==> src/rtl/sw_input_port.sv <==
// Switch input port: synchronises and debounces the board switches, treats the top switch as
// an enter key and hands the latched word to the CPU over a four-phase req/ack handshake.
// Optional feature macro: SW_PORT_OVERRUN_EN (sticky overrun flag plus saturating overrun count).
module sw_input_port #(
    parameter int SW_WIDTH        = 16,
    parameter int DEBOUNCE_CYCLES = 1000000,
    parameter int CNT_BITS        = 20
) (
    input  logic                clk,
    input  logic                rst,
    input  logic [SW_WIDTH-1:0] SW,
    input  logic                cpu_rd_req,
    output logic                cpu_rd_ack,
    output logic [31:0]         cpu_rd_data,
    output logic [SW_WIDTH-1:0] sw_stable,
    output logic                go_pulse,
    output logic                pending
`ifdef SW_PORT_OVERRUN_EN
    ,
    output logic                sw_overrun,
    output logic [7:0]          overrun_cnt
`endif
);

    localparam logic [1:0] IDLE = 2'd0;
    localparam logic [1:0] WAIT = 2'd1;
    localparam logic [1:0] RESP = 2'd2;
    localparam logic [1:0] HOLD = 2'd3;

    localparam logic [CNT_BITS-1:0] CNT_LAST = CNT_BITS'(DEBOUNCE_CYCLES - 1);

    logic [SW_WIDTH-1:0] s1;
    logic [SW_WIDTH-1:0] s2;
    logic [SW_WIDTH-1:0] cand;
    logic [CNT_BITS-1:0] cnt;
    logic                prev_enter;
    logic                enter_edge;
    logic [31:0]         hold_reg;
    logic [1:0]          state;
    logic [1:0]          state_next;
    logic                take;

    // Two-flop synchroniser; SW is fully asynchronous to clk.
    always_ff @(posedge clk) begin
        if (rst) begin
            s1 <= '0;
            s2 <= '0;
        end else begin
            s1 <= SW;
            s2 <= s1;
        end
    end

    // Any change restarts the stability count; the count saturates once the image is committed.
    always_ff @(posedge clk) begin
        if (rst) begin
            cand      <= '0;
            cnt       <= '0;
            sw_stable <= '0;
        end else if (s2 != cand) begin
            cand <= s2;
            cnt  <= '0;
        end else if (cnt == CNT_LAST) begin
            sw_stable <= cand;
        end else begin
            cnt <= cnt + 1'b1;
        end
    end

    assign enter_edge = sw_stable[SW_WIDTH-1] & ~prev_enter;

    always_comb begin
        state_next = state;
        case (state)
            IDLE: begin
                if (cpu_rd_req) begin
                    state_next = pending ? RESP : WAIT;
                end
            end
            WAIT: begin
                if (pending) begin
                    state_next = RESP;
                end else if (!cpu_rd_req) begin
                    state_next = IDLE;
                end
            end
            RESP: state_next = HOLD;
            HOLD: begin
                if (!cpu_rd_req) begin
                    state_next = IDLE;
                end
            end
            default: state_next = IDLE;
        endcase
    end

    assign take = ((state == IDLE) || (state == WAIT)) && (state_next == RESP);

    // A new enter edge in the same cycle as a take wins: the old word goes out, the new one stays pending.
    always_ff @(posedge clk) begin
        if (rst) begin
            prev_enter <= 1'b0;
            go_pulse   <= 1'b0;
            hold_reg   <= '0;
            pending    <= 1'b0;
        end else begin
            prev_enter <= sw_stable[SW_WIDTH-1];
            go_pulse   <= enter_edge;
            if (enter_edge) begin
                hold_reg <= 32'(sw_stable[SW_WIDTH-2:0]);
                pending  <= 1'b1;
            end else if (take) begin
                pending <= 1'b0;
            end
        end
    end

    always_ff @(posedge clk) begin
        if (rst) begin
            state       <= IDLE;
            cpu_rd_ack  <= 1'b0;
            cpu_rd_data <= '0;
        end else begin
            state      <= state_next;
            cpu_rd_ack <= (state_next == RESP) || (state_next == HOLD);
            if (take) begin
                cpu_rd_data <= hold_reg;
            end
        end
    end

`ifdef SW_PORT_OVERRUN_EN
    logic overrun_event;

    // A word taken in the same cycle is delivered, so only an untaken pending word counts as lost.
    assign overrun_event = enter_edge & pending & ~take;

    always_ff @(posedge clk) begin
        if (rst) begin
            sw_overrun  <= 1'b0;
            overrun_cnt <= '0;
        end else if (overrun_event) begin
            sw_overrun <= 1'b1;
            if (overrun_cnt != 8'hFF) begin
                overrun_cnt <= overrun_cnt + 8'd1;
            end
        end
    end
`endif

endmodule

==> config.mk <==
export PLATFORM = sky130hd
export DESIGN_NAME = sw_input_port
export DESIGN_NICKNAME = d
export VERILOG_FILES = /design/src/rtl/sw_input_port.sv
export SDC_FILE = /design/constraint.sdc
export NUM_CORES = 1
export LEC_CHECK = 0
export CAP_MARGIN = 5
export CORE_ASPECT_RATIO = 0.75
export CORE_MARGIN = 1.5
export CORE_UTILIZATION = 53
export DETAILED_ROUTE_END_ITERATION = 10
export PLACE_DENSITY = 0.86
export SKIP_CTS_REPAIR_TIMING = 1
export SLEW_MARGIN = 10
export SYNTH_ARGS = -nofsm -noshare
export SYNTH_HDL_FRONTEND = slang
export SYNTH_SLANG_ARGS = --single-unit
==> constraint.sdc <==
create_clock -name clk -period 2.4 [get_ports clk]
set_clock_uncertainty 0.05 [all_clocks]
set_input_delay 0.72 -clock clk [delete_from_list [all_inputs] [get_ports clk]]
set_output_delay 0.72 -clock clk [all_outputs]
set_load 0.02 [all_outputs]
# After elaboration in Yosys (flattened, before gate mapping)
# Index checks and enable logic that the tools add are counted.
[classes]
addsub = 1
n_eq_ne = 7
n_mux = 7
bitwise = 3
n_reduce_logical = 7
[op_table]
columns = ["cell", "n"]
rows = [
  ["20-bit by 1-bit adder with 20-bit output (second input constant)", 1],
  ["20-bit equality test (second input constant)", 1],
  ["16-bit inequality test", 1],
  ["2-bit equality test (second input constant)", 4],
  ["2-bit 2-to-1 mux", 4],
  ["2-bit one-hot mux with 4 select lines", 1],
  ["2-bit by 1-bit equality test with 1-bit output (second input constant)", 1],
  ["2-bit logical NOT", 1],
  ["1-bit logical OR", 2],
  ["1-bit 2-to-1 mux", 2],
  ["1-bit inverter", 2],
  ["2-bit AND reduction", 1],
  ["2-bit nonzero test", 1],
  ["2-bit OR reduction", 1],
  ["1-bit bitwise AND", 1],
  ["1-bit logical AND", 1],
]
[word_totals]
register_bits = 120
output_inout_bits = 51

# Longest topological paths before layout
# Gate-level depths: netlist of the first run.
[depth]
ltp_word = 7
ltp_mapped = 7
depth_no_buf = 6

# Least setup slack after synthesis of the first run
# OpenSTA, ideal clock, no wires.
[synth_path]
path_kind = "register to register"
start = "register cnt[7]"
end = "register sw_stable[10]"
setup_ns = 0.132
arrival_ns = 1.834
required_ns = 2.218
slack_ns = 0.384
path_stages_with_launch = 7
period_less_slack_ns = 2.016
cell_sequence = "dfxtp_1 -> or4b_4 -> or4_4 -> buf_6 -> buf_12 -> o21ai_2 -> a21oi_1"
[synth_between]
elab_chain_len = 2
[synth_rtl]
columns = ["item", "line", "rtl"]
rows = [
  ["start, declared", "35", "logic [CNT_BITS-1:0] cnt;"],
  ["start signal, assigned", "66", "cnt <= cnt + 1'b1;"],
  ["20-bit equality test", "63", "end else if (cnt == CNT_LAST) begin"],
  ["2-bit AND reduction (no line)", "--", ""],
  ["end signal, assigned", "64", "sw_stable <= cand;"],
  ["end, declared", "15", "output logic [SW_WIDTH-1:0] sw_stable,"],
]
# Every way passes these cells.
# A chain may end at the register's enable or synchronous reset.

# Worst setup path after layout of the first run
[layout_path]
start = "register sw_stable[8]"
end = "output sw_stable[8]"
# No word-level cell between the ends.

==> out/summary.txt, run 1 <==
Status - finished clean
Worst EP arrival - 1.54 ns
Synth Warn # - 0
# DRC - 0
Most frequent cells after synthesis - 119 x dfxtp_1, 72 x nand2_1, 49 x a21oi_1, 49 x nor2b_1, 28 x xor2_1
Power share of the combinational group - 3.1%
Largest delay share family, worst path - buffers and inverters
Seq pwr share - 43.9%
Leading area contributor after synthesis - dfxtp_1
Post-Synthesis Cell Area - 4390 um2
LEAKAGE - 2.05 nW
CP Class - flop to primary output
Asr flop ratio synth - 0%
Ant. Diodes - 0
Global-route wire length before repair - 14.3 mm
Mux cell area share after synthesis - 0%
Hold path startpoint - s1[7]$_SDFF_PP0_
Hold depth - 1
First-pass iteration count of the detailed router - 5
Tot GR Track Use - 21.4%
Worst setup SP type - flop
Post-route ant nets - 0
Share of the synthesized area in the top cell type - 54.3%
Wire length after detailed routing - 8.86 mm
Io pins - 70
Worst vdd ir - 0.693 mV
Fin area - 5500 um2
I/O Buffers - 52
Net Sw Frac - 20.8%
H-Tree Depth - 4
DRT iter0 DRCs - 208
Post-Synth Adder-Cell Area - 0.285%
Post-synth EDFFs - 0
Core ar. - 7950 um2
Syn Inst Count - 472
Antenna violations before repair - 0
Post-Synth Simple-Gate Area - 23.0%
P_sw - 0.960 mW
Later-pin clock latency in the skew report - 0.50 ns
Total grt overflow - 0
Clock sink count - 119
Worst path max stage delay - 0.64 ns
Max-cap violation count - 0
CTS tree - built
Top achievable clock speed - 432 MHz
Final Slew Violations - 0
Slew @ Worst Pin - 0.697 ns
Critical path launch point - sw_stable[8]$_SDFFE_PP0P_
Sequential share of the synthesized area - 54.3%
Die extent in y - 81.8 um
Largest net degree at the start of global routing - 96
Syn Area/Cell - 9.30 um2
Reg-to-reg endpoint - sw_stable[14]$_SDFFE_PP0P_
Final-stage net count - 546
Crit. End Element - primary output
Layout cells sized above 1 - 9.85%
Gpl congestion - 0.912
Most frequent cell after synthesis - dfxtp_1
Worst-path clk slew - 0.05 ns
Area Overhead vs Synth - 25.3%
Final period util - 96.4%
Netlist cell types - 38
#FFs+latches synth - 119
Post-Synth XOR/XNOR Area - 7.16%
Worst path cell trace - clkdlybuf4s50_1
Clk pwr share - 53.0%
Min Tclk post-route - 2.31 ns
Wire length per cell - 13.8 um
Worst reg-to-reg path cell count - 5
P per Cell Area - 841 nW/um2
Final hold viol count - 0
Initial Util - 55.2%
CP Max Fanout - 3
Worst r2r src - cnt[6]$_SDFFE_PP0P_
Setup tns final - 0 ns
Largest family of logic cells by synthesized area - simple AND/OR/NAND/NOR gates
Worst Hold Path EP - s2[7]$_SDFF_PP0_
Top reg by flops - cnt
Buf/Inv on CP - 1
Rel. slew slack - 53.4%
Compound-gate portion of the synthesized area - 9.15%
Final Setup Violations - 0
Synth area leaders - dfxtp_1 54%, nor2b_1 7.0%, nand2_1 6.2%
Post-synth top flop - dfxtp_1
Placement Cell Area - 4920 um2
Max reg flops - 20
Number of global-route vias before repair - 2998
Critical path required time - 1.63 ns
Via-to-Cell Ratio - 5.16
Root buffer cell - clkbuf_8
Clock buffer depth - 2
Die X - 108 um
Worst path slowest cell - clkdlybuf4s50_1
Flop-to-flop setup slack - 0.23 ns
Die area - 8840 um2
Num CTS Buffers - 17
RSZ-0062 raised after global routing - false
Worst min path class - flop to flop
Routed via count - 3320
# rows - 28
DP HPWL - 5.78 mm
Cell-internal power - 3.66 mW
==> worst max-delay path by stage <==
stage | end | depth (start not counted)
2_1_floorplan | sw_stable[10]$_SDFFE_PP0P_ | 6
3_3_place_gp | pending$_SDFFE_PP0P_ | 4
3_5_place_dp | pending$_SDFFE_PP0P_ | 4
4_1_cts | sw_stable[14] | 1
5_1_grt | sw_stable[14] | 1
6_report | sw_stable[8] | 1
==> cell families (layout without fill, tap and decap cells) <==
| group | Yosys count | count (layout) |
|---|---|---|
| simple gates | 198 | 198 |
| flops | 119 | 119 |
| compound gates | 72 | 72 |
| buf+inv | 46 | 96 |
| xor+xnor | 35 | 35 |
| fa+ha+maj | 1 | 1 |
| other cells | 1 | 17 |
==> cells in the final DEF, fill, tap and decap left out, types with 5 or more instances in the layout <==
cell type,count
dfxtp_1,119
nand2_1,72
clkdlybuf4s50_1,51
nor2b_1,49
a21oi_1,49
xor2_1,28
nor2_1,22
nand3_1,20
conb_1,17
clkbuf_16,16
o21ai_1,9
o21ai_2,8
nor4_1,7
nand4_1,6
inv_1,6
xnor2_1,6
nor3_1,6
buf_4,6
and3_1,5
clkinvlp_4,5
==> through the flow <==
stage               total power [mW]  cells  util (%)  setup WS [ns]  hold slack, ns
global placement                2.21    612      61.8          0.212           0.369
detailed placement              2.21    612      61.8          0.139           0.373
floorplan                       2.18    488         -          0.384           0.364
CTS                             4.65    643      69.2         0.0779           0.385
global route                    4.77    643      69.2         0.0396           0.400
finish                          4.62    643      69.2         0.0860           0.382
==> layer usage <==
layer / routed length [um] / GRT usage, % / share of wire, % / vias to the layer above
li1: - / - / - / 1636
met1: 3880 / 26.4 / 44 / 1549
met2: 4340 / 35.6 / 49 / 120
met3: 494 / 6.11 / 5.6 / 15
met4: 151 / 8.82 / 1.7 / 0
met5: 0 / 0 / 0 / -
==> power groups by stage <==
stage	Sequential, mW	Clock [mW]	Combinational, mW
floorplan	2.06	0	0.120
global placement	2.07	0	0.140
detailed placement	2.07	0	0.144
CTS	2.03	2.48	0.145
global route	2.03	2.58	0.162
finish	2.03	2.45	0.145
==> final cells by class <==
cell class	instances	area (um2)
clock buffer	18	428
clock inverter	13	156
fill	564	2450
inverter	6	22.5
multi-input combinational	323	1800
sequential	119	2380
tap	105	131
timing repair buffer	59	581
Note: power is estimated with default switching activity, not from simulation.
==> run 2, diff against run 1 <==
--- a/config.mk
+++ b/config.mk
@@ -7,2 +7,3 @@
 export LEC_CHECK = 0
+export ABC_CLOCK_PERIOD_IN_PS = 2400
 export CAP_MARGIN = 5
--- a/constraint.sdc
+++ b/constraint.sdc
@@ -4,2 +4,2 @@
 set_output_delay 0.72 -clock clk [all_outputs]
-set_load 0.02 [all_outputs]
+set_load 0.01 [all_outputs]
==> results of run 2 <==
Same layout as run 1 (identical final DEF). Status: finished clean.
Main changes from that run: setup slack after layout 0.0860 ns -> 0.154 ns; total power 4.62 mW -> 4.61 mW
==> run 3, diff against run 2 <==
- CORE_UTILIZATION: 53 -> 62
- DONT_BUFFER_PORTS: unset -> 1
- MAX_ROUTING_LAYER: unset -> met4
- PLACE_DENSITY: 0.86 -> 0.85
==> out/summary.txt, run 3 (synthesis gave the netlist of run 1 again) <==
Final hold viol count - 0 (unchanged)
M1 GR Usage - 29.0% (was 26.4%)
Worst-path clk slew - 0.06 ns (was 0.05 ns)
Gpl congestion - 0.887 (was 0.912)
CP Class - flop to flop (was flop to primary output)
Max reg flops - 20 (unchanged)
Min Tclk post-route - 2.13 ns (was 2.25 ns)
Worst Hold Path EP - s1[1]$_SDFF_PP0_ (was s2[7]$_SDFF_PP0_)
Layout cells sized above 1 - 10.7% (was 9.85%)
Final Setup Violations - 0 (unchanged)
Commonest cells after routing, fill and taps aside - 119 x dfxtp_1, 72 x nand2_1, 49 x nor2b_1, 49 x a21oi_1, 28 x xor2_1 (was 119 x dfxtp_1, 72 x nand2_1, 51 x clkdlybuf4s50_1)
Fin area - 4940 um2 (was 5500 um2)
DP HPWL - 5.54 mm (was 5.78 mm)
Io pins - 70 (unchanged)
Via-to-Cell Ratio - 5.52 (was 5.16)
Wire length per cell - 14.9 um (was 13.8 um)
Die area - 7600 um2 (was 8840 um2)
Setup tns final - 0 ns (unchanged)
CP Max Fanout - 18 (was 3)
Worst min path class - input port to flop (was flop to flop)
Flop-to-flop setup slack - 0.27 ns (was 0.23 ns)
Hold path startpoint - rst (was s1[7]$_SDFF_PP0_)
Slew @ Worst Pin - 0.983 ns (was 0.697 ns)
# DRC - 0 (unchanged)
Antenna violations before repair - 0 (unchanged)
Wire length after detailed routing - 8.49 mm (was 8.86 mm)
Max-cap violation count - 0 (unchanged)
Met3 Use GR - 7.43% (was 6.11%)
Status - finished clean (unchanged)
H-Tree Depth - 4 (unchanged)
Worst setup SP type - flop (unchanged)
Hold depth - 1 (unchanged)
Reg-to-reg endpoint - sw_stable[0]$_SDFFE_PP0P_ (was sw_stable[14]$_SDFFE_PP0P_)
First-pass iteration count of the detailed router - 5 (unchanged)
Final Slew Violations - 0 (unchanged)
Top reg by flops - cnt (unchanged)
Later-pin clock latency in the skew report - 0.52 ns (was 0.50 ns)
Num CTS Buffers - 17 (unchanged)
Routed via count - 3149 (was 3320)
Global-route wire length before repair - 13.5 mm (was 14.3 mm)
LEAKAGE - 1.86 nW (was 2.05 nW)
Worst reg-to-reg path cell count - 5 (unchanged)
Fillers - 461 (was 564)
Critical path required time - 2.75 ns (was 1.63 ns)
Area Overhead vs Synth - 12.6% (was 25.3%)
Number of global-route vias before repair - 2796 (was 2998)
Met2 Use GR - 38.7% (was 35.6%)
Largest net degree at the start of global routing - 97 (was 96)
Final-stage net count - 493 (was 546)
Most common cell after layout, fill and taps aside - dfxtp_1 (unchanged)
Final period util - 88.7% (was 93.6%)
# rows - 26 (was 28)
I/O Buffers - 0 (was 52)
Most used routing layer in global routing - met2 (unchanged)
Ant. Diodes - 0 (unchanged)
Worst r2r src - cnt[6]$_SDFFE_PP0P_ (unchanged)
WHS - 0.215 ns (was 0.382 ns)
CTS tree - built (unchanged)
RSZ-0062 raised after global routing - false (unchanged)
Worst vdd ir - 0.622 mV (was 0.693 mV)
Worst EP arrival - 2.48 ns (was 1.48 ns)
Clock buffer depth - 2 (unchanged)
P per Cell Area - 924 nW/um2 (was 838 nW/um2)
Root buffer cell - clkbuf_8 (unchanged)
Total grt overflow - 0 (unchanged)
Top achievable clock speed - 470 MHz (was 445 MHz)
Core ar. - 6830 um2 (was 7950 um2)
Die X - 100 um (was 108 um)
Clock sink count - 119 (unchanged)
Placement Cell Area - 4360 um2 (was 4920 um2)
Post-route ant nets - 0 (unchanged)
Rel. slew slack - 34.2% (was 53.4%)
DRT iter0 DRCs - 221 (was 208)
Crit. End Element - flop (was primary output)
Post-layout util - 72.3% (was 69.2%)
Initial Util - 64.2% (was 55.2%)
Die extent in y - 75.9 um (was 81.8 um)
Tot GR Track Use - 24.6% (was 21.4%)
run 3: final cells by class:
type / instances / area, um2 / share of cell area, %
Multi-Input combinational cell: 323 / 1800 / 36.4
Tap cell: 84 / 105 / 2.13
Sequential cell: 119 / 2380 / 48.2
Clock inverter: 13 / 145 / 2.94
Inverter: 6 / 22.5 / 0.456
Timing Repair Buffer: 6 / 45.0 / 0.911
Clock buffer: 19 / 442 / 8.94
run 3: report_power, final:
group	switching (mW)	internal, mW
clock	0.919	1.54
combinational	0.0456	0.0340
sequential	0.0177	2.01
total	0.983	3.58
run 3: through the flow:
| stage | worst slack [ns] | power, mW | cells |
|---|---|---|---|
| after floorplan | 0.384 | 2.17 | 488 |
| after global placement | 0.421 | 2.14 | 538 |
| after detailed placement | 0.343 | 2.15 | 538 |
| after CTS | 0.301 | 4.59 | 570 |
| after global routing | 0.114 | 4.69 | 570 |
| final | 0.271 | 4.57 | 570 |
run 3: worst max path at each step:
stage | start | end
after CTS | cnt[6]$_SDFFE_PP0P_ | sw_stable[0]$_SDFFE_PP0P_
final | cnt[6]$_SDFFE_PP0P_ | sw_stable[0]$_SDFFE_PP0P_
after floorplan | cnt[7]$_SDFFE_PP0P_ | sw_stable[10]$_SDFFE_PP0P_
after detailed placement | cnt[6]$_SDFFE_PP0P_ | sw_stable[6]$_SDFFE_PP0P_
after global routing | cnt[6]$_SDFFE_PP0P_ | sw_stable[2]$_SDFFE_PP0P_
after global placement | cnt[7]$_SDFFE_PP0P_ | sw_stable[6]$_SDFFE_PP0P_
run 3: per-layer routing:
layer / wire length, um / vias up
met5: 0 / -
met4: 72 / 0
met3: 536 / 12
met2: 4090 / 112
met1: 3780 / 1491
li1: - / 1534
run 3: worst max-delay path, cell delays in order (launching register included):
cell and delay (ns):
dfxtp_1 0.35, nor4_1 0.45, nand3b_1 0.21, or4_4 0.68
o21ai_1 0.19, a21oi_1 0.09
